## src/rtl/bcd_display_driver.sv

```systemverilog
// Keypad digit capture buffer feeding a time-multiplexed 7-segment display.
// Digits shift in from the right; empty leading positions stay blank.
module bcd_display_driver #(
    parameter int NUM_DIGITS     = 4,
    parameter int SCAN_DIV       = 1000,
    parameter int SEG_ACTIVE_LOW = 0
) (
    input  logic                              clk,
    input  logic                              reset,
    input  logic [3:0]                        bcd_in,
    input  logic                              bcd_valid,
    input  logic                              clear,
    output logic [6:0]                        seg,
    output logic [NUM_DIGITS-1:0]             digit_sel,
    output logic [$clog2(NUM_DIGITS+1)-1:0]   count,
    output logic                              full,
    output logic                              err
);

    localparam int CW = $clog2(NUM_DIGITS + 1);
    localparam int IW = $clog2(NUM_DIGITS);
    localparam int PW = (SCAN_DIV > 1) ? $clog2(SCAN_DIV) : 1;
    localparam logic [3:0] BLANK = 4'hF;

    function automatic logic [6:0] seg_encode(input logic [3:0] code);
        logic [6:0] s;
        case (code)
            4'd0:    s = 7'h3F;
            4'd1:    s = 7'h06;
            4'd2:    s = 7'h5B;
            4'd3:    s = 7'h4F;
            4'd4:    s = 7'h66;
            4'd5:    s = 7'h6D;
            4'd6:    s = 7'h7D;
            4'd7:    s = 7'h07;
            4'd8:    s = 7'h7F;
            4'd9:    s = 7'h6F;
            default: s = 7'h00;
        endcase
        return (SEG_ACTIVE_LOW != 0) ? ~s : s;
    endfunction

    logic [3:0]    digits [NUM_DIGITS];
    logic          valid_q;
    logic [PW-1:0] prescale;
    logic [IW-1:0] scan_idx;
    logic [IW-1:0] scan_idx_next;
    logic          key_edge;
    logic          bad_code;
    logic          scan_tc;

    assign key_edge = bcd_valid & ~valid_q;
    assign bad_code = (bcd_in > 4'd9);
    assign full     = (count == CW'(NUM_DIGITS));
    assign scan_tc  = (prescale == PW'(SCAN_DIV - 1));

    always_comb begin
        scan_idx_next = scan_idx;
        if (scan_tc) begin
            scan_idx_next = (scan_idx == IW'(NUM_DIGITS - 1)) ? '0 : scan_idx + 1'b1;
        end
    end

    always_ff @(posedge clk) begin
        if (reset) begin
            // valid_q starts high so a key held through reset is not taken as a new press
            valid_q   <= 1'b1;
            count     <= '0;
            err       <= 1'b0;
            prescale  <= '0;
            scan_idx  <= '0;
            digit_sel <= {{(NUM_DIGITS-1){1'b0}}, 1'b1};
            seg       <= seg_encode(BLANK);
            for (int i = 0; i < NUM_DIGITS; i++) begin
                digits[i] <= BLANK;
            end
        end else begin
            valid_q <= bcd_valid;
            err     <= key_edge & ~clear & bad_code;

            // clear takes priority and swallows a simultaneous key edge
            if (clear) begin
                count <= '0;
                for (int i = 0; i < NUM_DIGITS; i++) begin
                    digits[i] <= BLANK;
                end
            end else if (key_edge && !bad_code && !full) begin
                count     <= count + 1'b1;
                digits[0] <= bcd_in;
                for (int i = 1; i < NUM_DIGITS; i++) begin
                    digits[i] <= digits[i-1];
                end
            end

            prescale  <= scan_tc ? '0 : prescale + 1'b1;
            scan_idx  <= scan_idx_next;
            // select and segments follow the upcoming index so they switch together
            digit_sel <= {{(NUM_DIGITS-1){1'b0}}, 1'b1} << scan_idx_next;
            seg       <= seg_encode(digits[scan_idx_next]);
        end
    end

endmodule

```

## config.mk

```make
export PLATFORM = sky130hd
export DESIGN_NAME = bcd_display_driver
export DESIGN_NICKNAME = d
export VERILOG_FILES = /design/src/rtl/bcd_display_driver.sv
export SDC_FILE = /design/constraint.sdc
export NUM_CORES = 1
export LEC_CHECK = 0
export BUFFER_PORTS_ARGS = -buffer_cell sky130_fd_sc_hd__buf_2
export CAP_MARGIN = 20
export CORE_ASPECT_RATIO = 0.5
export CORE_MARGIN = 2
export CORE_UTILIZATION = 40
export DETAILED_ROUTE_END_ITERATION = 6
export PLACE_DENSITY = 0.56
export SLEW_MARGIN = 20
export SYNTH_ARGS = -nofsm -noshare
export SYNTH_HDL_FRONTEND = slang
export SYNTH_SLANG_ARGS = --single-unit
```

## constraint.sdc

```tcl
create_clock -name clk -period 2.2 [get_ports clk]
set_input_delay 0.33 -clock clk [delete_from_list [all_inputs] [get_ports clk]]
set_output_delay 0.33 -clock clk [all_outputs]
set_load 0.005 [all_outputs]
```

# Word-level counts from Yosys, hierarchy flattened
# Memory sizes are Yosys's and may differ from the RTL's. A register that Yosys moved wholly into a read port is not among the register bits.
# Cells that the tools add are included.
# word_totals
regBits	21
mem_bits_rw	16
romBits	112
word_cells	54
memories	2
# classes
addsub	3
magnitude_cmp	1
n_eq_ne	3
shift	1
mux	19
bitwise_logic	13
n_reduce_logical	6
# mem_list
name	depth	width	rd	rd_clocked_by_memory_dff	write_ports	line_no	rtl
(no name shown)	16	7	1	1	0	27	case (code)
digits	4	4	4	0	4	43	logic [3:0] digits [NUM_DIGITS];
# ops
operator	n
two-way mux 4 bit	8
adder 10 x 1 -> 10 bit, second input constant	1
equality test 10 bit, second input constant	1
two-way mux 1 bit	9
OR 1 bit	8
> comparator 4 bit, second input constant	1
two-way mux 2 bit	2
OR reduction 2 bit	2
left shift 1 x 2 -> 4 bit, first input constant	1
adder 3 x 1 -> 3 bit, second input constant	1
bitwise AND 1 bit	3
equality test 3 bit, second input constant	1
adder 2 x 1 -> 2 bit, second input constant	1
equality test 2 bit, second input constant	1
logical AND 1 bit	2
zero test 1 bit	2
inverter 1 bit	2

# Longest topological paths before layout
# depth
ltp_word	9
depth_mapped	10

# Least setup slack after synthesis
# Ideal clock, no wire load.
# synth_timing
path_kind	register to register
start	register prescale[0]
end	register seg[6]
t_arrival_ns	2.292
slack_ns	-0.162
stages_incl_launch_ff	10
n_path_buf	0
synth_period_minus_slack_ns	2.362
path_cell_list	dfxtp_1 -> ha_1 -> nand4bb_4 -> o31a_2 -> o21ai_0 -> a32o_2 -> inv_2 -> ha_1 -> or3_1 -> o2bb2ai_1
# synth_via
elab_chain_len	3
# synth_rtl
element	line_no	rtl
from (decl)	45	logic [PW-1:0] prescale;
from (signal assigned)	95	prescale <= scan_tc ? '0 : prescale + 1'b1;
equality test 10 bit	55	assign scan_tc = (prescale == PW'(SCAN_DIV - 1));
two-way mux 2 bit	59	if (scan_tc) begin
memory read (4 x 4 bit)	-	
to (decl)	13	output logic [6:0] seg,
# Every way passes these cells.
# A chain may end at the register's enable or synchronous reset.

# Worst setup path after layout
# Same ends and word-level chain as after synthesis.

==> results.yml <==
die:
  design.core.area_um2: 5022
  fp.dieW_um: 107.0
  ios: 24
  die_h_um: 55.49
  rows: 18
  dieArea_um2: 5936
  start_util: 0.4223
sta:
  period_minus_slack_ps: 2208
  setup_viol: 2
  rsz0062_at_grt: "yes"
  finalCritPeriodShare: 1.003
  worst_slack_ps: -7.583
  max-slew-margin-rel: 0.6620
  tns_ps: -15.07
  slew_viol_final: 0
  worst_pin_slew_ps: 501.8
  hold_viol: 0
  fin_worst_skew_ps: 10.96
  fmax_ghz: 0.4530
global_route:
  antenna_found_initial: 0
  grt_max_degree: 21
  grtUsageTotal: 0.1527
  grt_pass1_vias: 1458
  grt_overflow: 0
  grt_pass1_wl_mm: 7.038
placed_design:
  place_hpwl_mm: 3.281
  dpl_worst_slack_ps: 17.50
  numPortBuffers: 23
  place_congestion: 0.7468
cts:
  cts_tree: "built"
  cts_hold_buf: 0
  cts.htree.levels: 2
  cts_root_buf: "clkbuf_8"
  cts_buffers: 5
  insertion_delay_ps: 300
  cts_sinks: 44
  clk_pin_slew_worst_paths_ps: 90
  cts_max_path_buffers: 2
finish:
  final_util: 0.5274
  area_growth_pct: 24.90
  final_cell_mix: "dfxtp_1 (29), buf_4 (29), buf_2 (23), nor2_1 (19), or2_2 (13)"
  antenna_cells: 0
  nNetsFinal: 268
  drive_above_1_share: 0.4055
  fillCellCount: 468
synthesis:
  ys_ff_latch: 44
  synth_area_leaders: "dfxtp_1 (30%), edfxtp_1 (17%), ha_1 (4.1%)"
  synth_seq_area_share: 0.4720
  synthArstFlopShare: 0
  post-synth-top-area-cell: "dfxtp_1"
  synth_ff_type: "dfxtp_1"
  yosysWarnings: 0
  synth-edff-count: 12
  yosys.area.top_type_share: 0.3021
  synthesis.area_um2: 2121
  ys_types: 52
  synth_fp_nets: 214
  syn_avg_cell_area_um2: 10.66
  syn_inst: 199
worst_setup_path:
  worst_ep_required_time_ps: 2440
  critical_path.top_delay_family: "compound AO/OA/AOI/OAI gates"
  critPathCaptureType: "flop"
  critPathKind: "flop to flop"
  worst_setup_path_start_kind: "flop"
  rr_worst_depth: 7
  worstPathCellList: "ha_4 -> nand4bb_4 -> o31ai_4 -> a32oi_1 -> a22o_2 -> or3_1 -> o2bb2ai_1"
  critPathMaxStageDelay_ps: 400
  cp.depth: 7
  cp_max_fo: 6
  cp_slowest_cell: "or3_1"
  crit_buf_inv: 0
  arrival_ps: 2450
routing:
  dr_total_vias: 1626
  first_pass_iters: 4
  dr.first_iter.drc_count: 57
  vias_per_cell: 5.019
  finalWirelength_mm: 4.345
  ant_nets: 0
  wire_per_inst_um: 13.41
  drc: 0
power:
  p_sw_mw: 0.3493
  power.share.sequential: 0.584
  clockPowerShare: 0.363
  combPwrFrac: 0.053
  power_mw: 1.449
  power.leakage_nw: 1.067
  ir_drop_v: 0.0002791
  internal_power_mw: 1.100
  p_per_area_nw_per_um2: 547.0
  switching_share: 0.2411
hold_path:
  hold_class: "primary input to flop"
  min_path_cells: 2
status:
  outcome: "finished, violations left"
  violations: "negative setup slack"
flow_run:
  max_cap_violations: 0
-- cell families after synthesis --
kind of cell / Yosys count / share of synthesized area
compound gates: 40 / 0.1634
xor+xnor: 9 / 0.03717
fa+ha+maj: 7 / 0.04130
buf+inv: 15 / 0.03363
flops: 44 / 0.4720
mux: 5 / 0.02360
simple gates: 79 / 0.2289
-- power by group through the flow --
stage	registers, mW	logic, mW	clock network [mW]
6_report	0.847	0.0766	0.526
5_1_grt	0.848	0.0853	0.582
4_1_cts	0.847	0.0777	0.547
3_5_place_dp	0.866	0.0774	0
3_3_place_gp	0.865	0.0768	0
2_1_floorplan	0.866	0.0426	0
-- cell type report --
class | instances | area, um^2 | share of cell area
multi-input combinational | 140 | 1086 | 0.4100
tap | 70 | 87.58 | 0.03307
inverter | 9 | 33.78 | 0.01275
clock inverter | 3 | 23.77 | 0.008975
sequential | 44 | 1005 | 0.3793
timing repair buffer | 53 | 344.1 | 0.1299
clock buffer | 5 | 68.82 | 0.02598
-- cell usage after synthesis (2+ instances only) --
cell type / count
or2_2: 13
o31ai_4: 2
buf_6: 2
o2bb2ai_1: 2
or3_1: 2
and3_1: 3
ha_1: 7
xor2_1: 3
nand4_4: 2
a21oi_1: 6
nand3_1: 7
xnor2_1: 6
nor2_1: 19
nand2_1: 12
mux2i_1: 5
o21ai_0: 8
dfxtp_1: 32
o21bai_1: 2
nand4_1: 2
clkbuf_1: 4
and2_1: 2
edfxtp_1: 12
nor3_1: 4
a32oi_1: 5
inv_2: 2
inv_1: 7
nand2b_1: 2
o21ai_1: 2
-- stage by stage --
step	instances	area [um^2]	hold WS (ps)
finish	324	2649	215.0
global route	324	2649	196.6
CTS	323	2615	206.2
detailed placement	315	2521	493.0
global placement	315	2521	494.4
floorplan	199	2138	406.6
-- path summary, 6_finish.rpt --
kind                                  start  slack [ps]                        end
setup / recovery     prescale[0]$_SDFF_PP0_          -8          seg[6]$_SDFF_PP0_
setup reg to reg     prescale[0]$_SDFF_PP0_          -8          seg[6]$_SDFF_PP0_
hold reg to reg   digits[2][1]$_SDFFE_PP1P_         510  digits[2][1]$_SDFFE_PP1P_
hold / removal                    bcd_valid         210         valid_q$_SDFF_PP1_
-- worst register-to-register path, cell delays in order (launching register included) --
cell and delay [ps]:
dfxtp_2 360, ha_4 160, nand4bb_4 170, o31ai_4 390, a32oi_1 200, a22o_2 340, or3_1 400, o2bb2ai_1 130
-- registers in the layout (all words and copies together), names as in the netlist --
register,flops
scan_idx,2
valid_q,1
seg,7
count,3
digits,16
err,1
digit_sel,4
prescale,10
-- routing by layer --
layer | global-route usage | share of wire | vias up
li1 | - | - | 835
met1 | 0.2189 | 0.53 | 760
met2 | 0.2211 | 0.42 | 27
met3 | 0.04604 | 0.043 | 4
met4 | 0.04453 | 0.0074 | 0
met5 | 0 | 0 | -
-- what timing repair did --
| action | 4_1_cts | 5_1_grt |
|---|---|---|
| resized for setup | 1 | 7 |
| endpoints found under the setup margin | 1 | 7 |
| setup buffers | 0 | 1 |
| pin swaps | 0 | 7 |
No activity file was read; power rests on OpenSTA's default activity.
